[src/rtl/multdiv_seq_pkg.sv]
// Shared definitions for the multdiv sequencer.
//   mdState_t    : sequencer FSM state encoding (also visible on the debug port)
//   RSTATUS_*    : register index and codes written to $r30 when an op fails
//   rstatusCode  : picks the failure code for the op in flight
package multdiv_seq_pkg;

  typedef enum logic [1:0] {
    IDLE  = 2'd0,
    START = 2'd1,
    WAIT  = 2'd2,
    DONE  = 2'd3
  } mdState_t;

  localparam logic [4:0]  RSTATUS_REG  = 5'd30;
  localparam logic [31:0] RSTATUS_MULT = 32'd4;
  localparam logic [31:0] RSTATUS_DIV  = 32'd5;

  function automatic logic [31:0] rstatusCode(input logic isMult);
    return isMult ? RSTATUS_MULT : RSTATUS_DIV;
  endfunction

endpackage

[src/rtl/md_watchdog_counter.sv]
// Saturating cycle counter used as the multdiv watchdog.
//   clock     in  master clock
//   reset     in  asynchronous, active-low
//   clear     in  synchronous clear to zero (wins over enable)
//   enable    in  count one cycle
//   terminal  out count has reached TIMEOUT-1 (stays there, never wraps)
// TIMEOUT must be >= 2 so the counter has at least one bit.
module md_watchdog_counter #(
  parameter int TIMEOUT = 40
) (
  input  logic clock,
  input  logic reset,
  input  logic clear,
  input  logic enable,
  output logic terminal
);

  localparam int CW = $clog2(TIMEOUT);
  localparam logic [CW-1:0] LAST = CW'(TIMEOUT - 1);

  logic [CW-1:0] count;

  always_ff @(posedge clock or negedge reset) begin
    if (!reset) begin
      count <= '0;
    end else if (clear) begin
      count <= '0;
    end else if (enable && (count != LAST)) begin
      count <= count + CW'(1);
    end
  end

  assign terminal = (count == LAST);

endmodule

[src/rtl/multdiv_sequencer.sv]
// Sequences the multi-cycle multdiv unit for the 5-stage pipeline.
// Latches a mult/div issued from Execute, pulses the multdiv start once,
// stalls Fetch/Decode until the result is back and presents one writeback
// beat. Overflow, divide-by-zero and watchdog expiry redirect the writeback
// to $r30 (rstatus) with code 4 (mult) or 5 (div).
// Ports:
//   clock, reset          clock; asynchronous active-low reset
//   issue_*               op from Execute: valid, mult/div select, operands, rd
//   flush                 branch/jump squash, aborts any op in flight
//   md_ctrl_mult/div      one-cycle start pulse to multdiv
//   md_a, md_b            operands to multdiv, held until the next accept
//   md_result/exception/ready  multdiv response
//   stall                 freeze PC and FD latch, force NOP into DX
//   busy                  sequencer not idle
//   wb_valid/rd/data      one-cycle writeback beat
//   timeout               marks a writeback caused by the watchdog
//   illegal_issue         issue_valid with mult and div both equal
//   dbgState              current FSM state
//
// Issue handshake: issue_valid is the valid, and the sequencer is ready only
// in IDLE. A transfer happens on a rising edge where the sequencer is IDLE,
// issue_valid is high, exactly one of issue_mult/issue_div is set and flush
// is low. stall rises combinationally in that same cycle and stays high
// through START and WAIT, so Execute never presents a second op while one is
// in flight. The writeback side has no back-pressure: wb_valid is a pulse.
module multdiv_sequencer
  import multdiv_seq_pkg::*;
#(
  parameter int DW      = 32,
  parameter int RW      = 5,
  parameter int TIMEOUT = 40
) (
  input  logic          clock,
  input  logic          reset,
  input  logic          issue_valid,
  input  logic          issue_mult,
  input  logic          issue_div,
  input  logic [DW-1:0] issue_a,
  input  logic [DW-1:0] issue_b,
  input  logic [RW-1:0] issue_rd,
  input  logic          flush,
  output logic          md_ctrl_mult,
  output logic          md_ctrl_div,
  output logic [DW-1:0] md_a,
  output logic [DW-1:0] md_b,
  input  logic [DW-1:0] md_result,
  input  logic          md_exception,
  input  logic          md_ready,
  output logic          stall,
  output logic          busy,
  output logic          wb_valid,
  output logic [RW-1:0] wb_rd,
  output logic [DW-1:0] wb_data,
  output logic          timeout,
  output logic          illegal_issue,
  output logic [1:0]    dbgState
);

  mdState_t state, stateNext;

  logic [DW-1:0] aQ, bQ, wbDataQ;
  logic [RW-1:0] rdQ, wbRdQ;
  logic          opMultQ, timeoutQ;
  logic          acceptIdle, finishWait, wdTerminal;

  // reset is folded in so every combinational output is 0 while reset is held.
  assign acceptIdle = reset && (state == IDLE) && issue_valid
                      && (issue_mult ^ issue_div) && !flush;

  // WAIT ends on a ready response or watchdog expiry; flush overrides both.
  assign finishWait = (state == WAIT) && !flush && (md_ready || wdTerminal);

  md_watchdog_counter #(
    .TIMEOUT (TIMEOUT)
  ) u_watchdog (
    .clock    (clock),
    .reset    (reset),
    .clear    (state != WAIT),
    .enable   (state == WAIT),
    .terminal (wdTerminal)
  );

  // State register.
  always_ff @(posedge clock or negedge reset) begin
    if (!reset) begin
      state <= IDLE;
    end else begin
      state <= stateNext;
    end
  end

  // Next-state logic. md_ready is not looked at in START: it may still be
  // left over from a previous, aborted operation.
  always_comb begin
    stateNext = state;
    unique case (state)
      IDLE:    if (acceptIdle) stateNext = START;
      START:   stateNext = flush ? IDLE : WAIT;
      WAIT: begin
        if (flush)           stateNext = IDLE;
        else if (finishWait) stateNext = DONE;
      end
      DONE:    stateNext = IDLE;
      default: stateNext = IDLE;
    endcase
  end

  // Operand and writeback registers. Operands change only on an accept so
  // they stay stable for the multdiv unit through START..DONE.
  always_ff @(posedge clock or negedge reset) begin
    if (!reset) begin
      aQ       <= '0;
      bQ       <= '0;
      rdQ      <= '0;
      opMultQ  <= 1'b0;
      wbRdQ    <= '0;
      wbDataQ  <= '0;
      timeoutQ <= 1'b0;
    end else begin
      if (acceptIdle) begin
        aQ      <= issue_a;
        bQ      <= issue_b;
        rdQ     <= issue_rd;
        opMultQ <= issue_mult;
      end
      if (finishWait) begin
        // Ready wins over a watchdog expiring in the same cycle.
        timeoutQ <= !md_ready;
        if (md_ready && !md_exception) begin
          wbRdQ   <= rdQ;
          wbDataQ <= md_result;
        end else begin
          wbRdQ   <= RW'(RSTATUS_REG);
          wbDataQ <= DW'(rstatusCode(opMultQ));
        end
      end
    end
  end

  // Outputs.
  always_comb begin
    md_ctrl_mult  = (state == START) && opMultQ;
    md_ctrl_div   = (state == START) && !opMultQ;
    stall         = acceptIdle || (state == START) || (state == WAIT);
    busy          = (state != IDLE);
    // A flush arriving in DONE squashes the beat.
    wb_valid      = (state == DONE) && !flush;
    timeout       = (state == DONE) && !flush && timeoutQ;
    illegal_issue = reset && (state == IDLE) && issue_valid
                    && !(issue_mult ^ issue_div);
  end

  assign md_a     = aQ;
  assign md_b     = bQ;
  assign wb_rd    = wbRdQ;
  assign wb_data  = wbDataQ;
  assign dbgState = state;

endmodule

[config.mk]
export PLATFORM = sky130hd
export DESIGN_NAME = multdiv_sequencer
export DESIGN_NICKNAME = d
export VERILOG_FILES = /design/src/rtl/multdiv_seq_pkg.sv /design/src/rtl/md_watchdog_counter.sv /design/src/rtl/multdiv_sequencer.sv
export SDC_FILE = /design/constraint.sdc
export NUM_CORES = 1
export LEC_CHECK = 0
export ABC_AREA = 1
export BUFFER_PORTS_ARGS = -buffer_cell sky130_fd_sc_hd__clkbuf_2
export CAP_MARGIN = 10
export CORE_ASPECT_RATIO = 0.7
export CORE_MARGIN = 3
export CORE_UTILIZATION = 47
export CTS_CLUSTER_DIAMETER = 30
export DETAILED_ROUTE_END_ITERATION = 12
export GPL_ROUTABILITY_DRIVEN = 0
export HOLD_SLACK_MARGIN = 0.15
export PLACE_DENSITY = 0.8
export SETUP_SLACK_MARGIN = 0.2
export SYNTH_ARGS = -nofsm -noshare
export SYNTH_HDL_FRONTEND = slang
export SYNTH_HIERARCHICAL = 1
export SYNTH_SLANG_ARGS = --single-unit
[constraint.sdc]
create_clock -name clock -period 2.07 [get_ports clock]
set_input_delay 0.621 -clock clock [delete_from_list [all_inputs] [get_ports clock]]
set_output_delay 0.621 -clock clock [all_outputs]
set_load 0.05 [all_outputs]
==> results.sh <==
export IMPL_hpwl_um=8404
export IMPL_grt_pass1_wl_um=19480
export IMPL_hold_class="in -> async"
export IMPL_ys_types=28
export IMPL_drive_gt1_frac=0.3967
export IMPL_rsz0062_at_grt="true"
export IMPL_ctsHoldBuffers=0
export IMPL_viasPerCell=4.625
export IMPL_grt_overflow=0
export IMPL_coreArea_mm2=0.009947
export IMPL_grt_max_degree=142
export IMPL_arrival_ns=1.43
export IMPL_place_port_buffers=218
export IMPL_drt_iter0_drc=222
export IMPL_postSynth_asyncResetShare=1.000
export IMPL_final_setup_viol_count=0
export IMPL_cp_buffers_inverters=2
export IMPL_wire_per_inst_um=13.32
export IMPL_critPathSlowestCell="dfrtp_2"
export IMPL_cts_buffer_depth=2
export IMPL_diodes=0
export IMPL_yosysSeqAreaShare=0.5875
export IMPL_place_ws_ns=0.1241
export IMPL_met3_usage=0.07392
export IMPL_vdd_drop_max_v=0.001132
export IMPL_antenna_found_initial=0
export IMPL_crit_required_ns=1.45
export IMPL_fmax_ghz=0.4883
export IMPL_drc_errors=0
export IMPL_dr_pass1_iters=5
export IMPL_tightest_slew_ns=0.6350
export IMPL_postRouteAntennaNets=0
export IMPL_fp_dieW_um=128.6
export IMPL_cts_tree="done"
export IMPL_syn_nets=655
export IMPL_min_period_ns=2.048
export IMPL_die_height_um=91.79
export IMPL_path_cells="inv_4 > nor3_4 > and2_4 > clkbuf_16"
export IMPL_initial_utilization=0.4967
export IMPL_cp_max_fo=3
export IMPL_cp_top_family="flip-flops"
export IMPL_finalCritPeriodShare=0.9893
export IMPL_fin_nets=876
export IMPL_ys_warn_count=6
export IMPL_pin_count=219
export IMPL_num_vias=4195
export IMPL_area_growth_pct=40.36
export IMPL_startpoint_type="flip-flop"
export IMPL_use_met2=0.3440
export IMPL_synth_edf_count=0
export IMPL_ys_top_cells_by_area="dfrtp_1, nand2_1, o21ai_1"
export IMPL_synthCells=545
export IMPL_routed_wl_um=12080
export IMPL_fin_util=0.6972
export IMPL_clock_skew_ns=0.008729
export IMPL_layout_cells_non_filler=907
export IMPL_worstSetupPathType="reg -> out"
export IMPL_grt_use_total=0.2087
export IMPL_ys_top_cells_by_count="nand2_1, dfrtp_1, o21ai_1, inv_1"
export IMPL_cts_sinks=116
export IMPL_cap_viol_max_count=0
export IMPL_maxSlewViolCount=0
export IMPL_p_leak_uw=0.003928
export IMPL_grt_busiest_layer="met2"
export IMPL_endpoint_kind="primary output"
export IMPL_clock_latency_ns=0.40
export IMPL_ys_flop_type="dfrtp_1"
export IMPL_synth_avg_cell_area_um2=9.066
export IMPL_dp_cells=870
export IMPL_ys_ff_latch=116
export IMPL_grtUsageMet1=0.2532
export IMPL_max_stage_delay_ns=0.41
export IMPL_clock_root_buffer="clkbuf_16"
export IMPL_rows=30
export IMPL_dieArea_mm2=0.01180
export IMPL_numCtsBuffers=17
export IMPL_yosys_area_top_type="dfrtp_1"
export IMPL_status="finished, final reports clean"
export IMPL_synth_most_common_cell="nand2_1"
export IMPL_synth_top_area_share=0.5875
export IMPL_hold_violations=0
export IMPL_htreeDepth=4
export IMPL_path_clk_slew_ns=0.05
export IMPL_max_slew_margin=0.5767
export IMPL_grt_pass1_vias=4109
export IMPL_power_density_mw_per_mm2=1937
export IMPL_syn_area_mm2=0.004941
export IMPL_setup_ws_ns=0.02210
routing by layer:
layer  wire (µm)  vias to the layer above
met4         163                        0
met1        5043                     1871
met2        5709                      180
met3        1164                       13
met5           0                        -
li1            -                     2131
through the flow:
step | total power [µW] | hold WS [ns] | TNS [ns] | instance area (µm²)
floorplan | 8587 | 0.3254 | -0.02647 | 5004
global placement | 10080 | 0.4633 | 0 | 6167
detailed placement | 10220 | 0.4756 | 0 | 6167
CTS | 13540 | 0.3472 | 0 | 6922
global route | 14110 | 0.3433 | -0.1095 | 6935
finish | 13430 | 0.2938 | 0 | 6935
final timing paths:
| path | start | slack [ns] | end | cells after the start |
|---|---|---|---|---|
| setup / recovery | dbgState[0] | 0.02 | timeout | 4 |
| hold reg to reg | md_a[1] | 0.49 | md_a[1] | 2 |
| min in group clock | issue_a[16] | 0.43 | md_a[16] | 3 |
| max in group asynchronous | reset | 1.27 | md_a[11] | 2 |
| setup reg to reg | dbgState[0] | 0.29 | md_a[28] | 9 |
| hold / removal | reset | 0.29 | md_b[20] | 2 |
final cells by class:
cell class	count	area, µm²
inverters	90	347.8
clock buffers	20	466.7
multi-input cells	313	1560
flip-flops and latches	116	2905
repair buffers	228	1318
fillers	775	3012
well taps	128	160.2
clock inverters	12	177.7
state kept, by name, summed over array words and instances, names as in the netlist:
register,cells
wb_data,32
opMultQ,1
rdQ,5
md_b,32
timeoutQ,1
dbgState,2
wb_rd,5
u_watchdog/count,6
md_a,32
cell families after synthesis:
group / count (synthesis) / synth area share
compound gates: 114 / 0.1281
xor+xnor: 1 / 0.001773
fa+ha+maj: 1 / 0.002532
buf+inv: 116 / 0.1094
flops: 116 / 0.5875
simple gates: 197 / 0.1707
power by group:
group          switching [µW]  total, µW  internal [µW]
combinational            4900       6370           1470
sequential                640       3940           3300
clock                    1020       3130           2110
total                    6560      13400           6880
layout by cell type (no fill, tap or decap), types with 2 or more instances in the layout:
master and instances:
clkbuf_2 209, nand2_1 151, dfrtp_1 114, o21ai_1 91, inv_1 85, clkbuf_16 20
nand2_2 13, o21ai_2 11, nor2_1 9, buf_4 7, nand3_1 7, o21ai_0 6
clkbuf_8 5, buf_12 5, inv_4 4, nor2_2 4, bufinv_16 4, clkinvlp_4 4
nand2_4 3, nor2_4 3, nand3_4 2, nor3_4 2, a21oi_1 2, clkinv_2 2
clkinv_4 2, dfrtp_2 2, nand4_1 2
repair_timing:
action / in CTS / in global routing
buffers inserted: 4 / 1
setup endpoints to repair: 7 / 8
resized for setup: 14 / 3
Power figures use the tool's default switching activity.
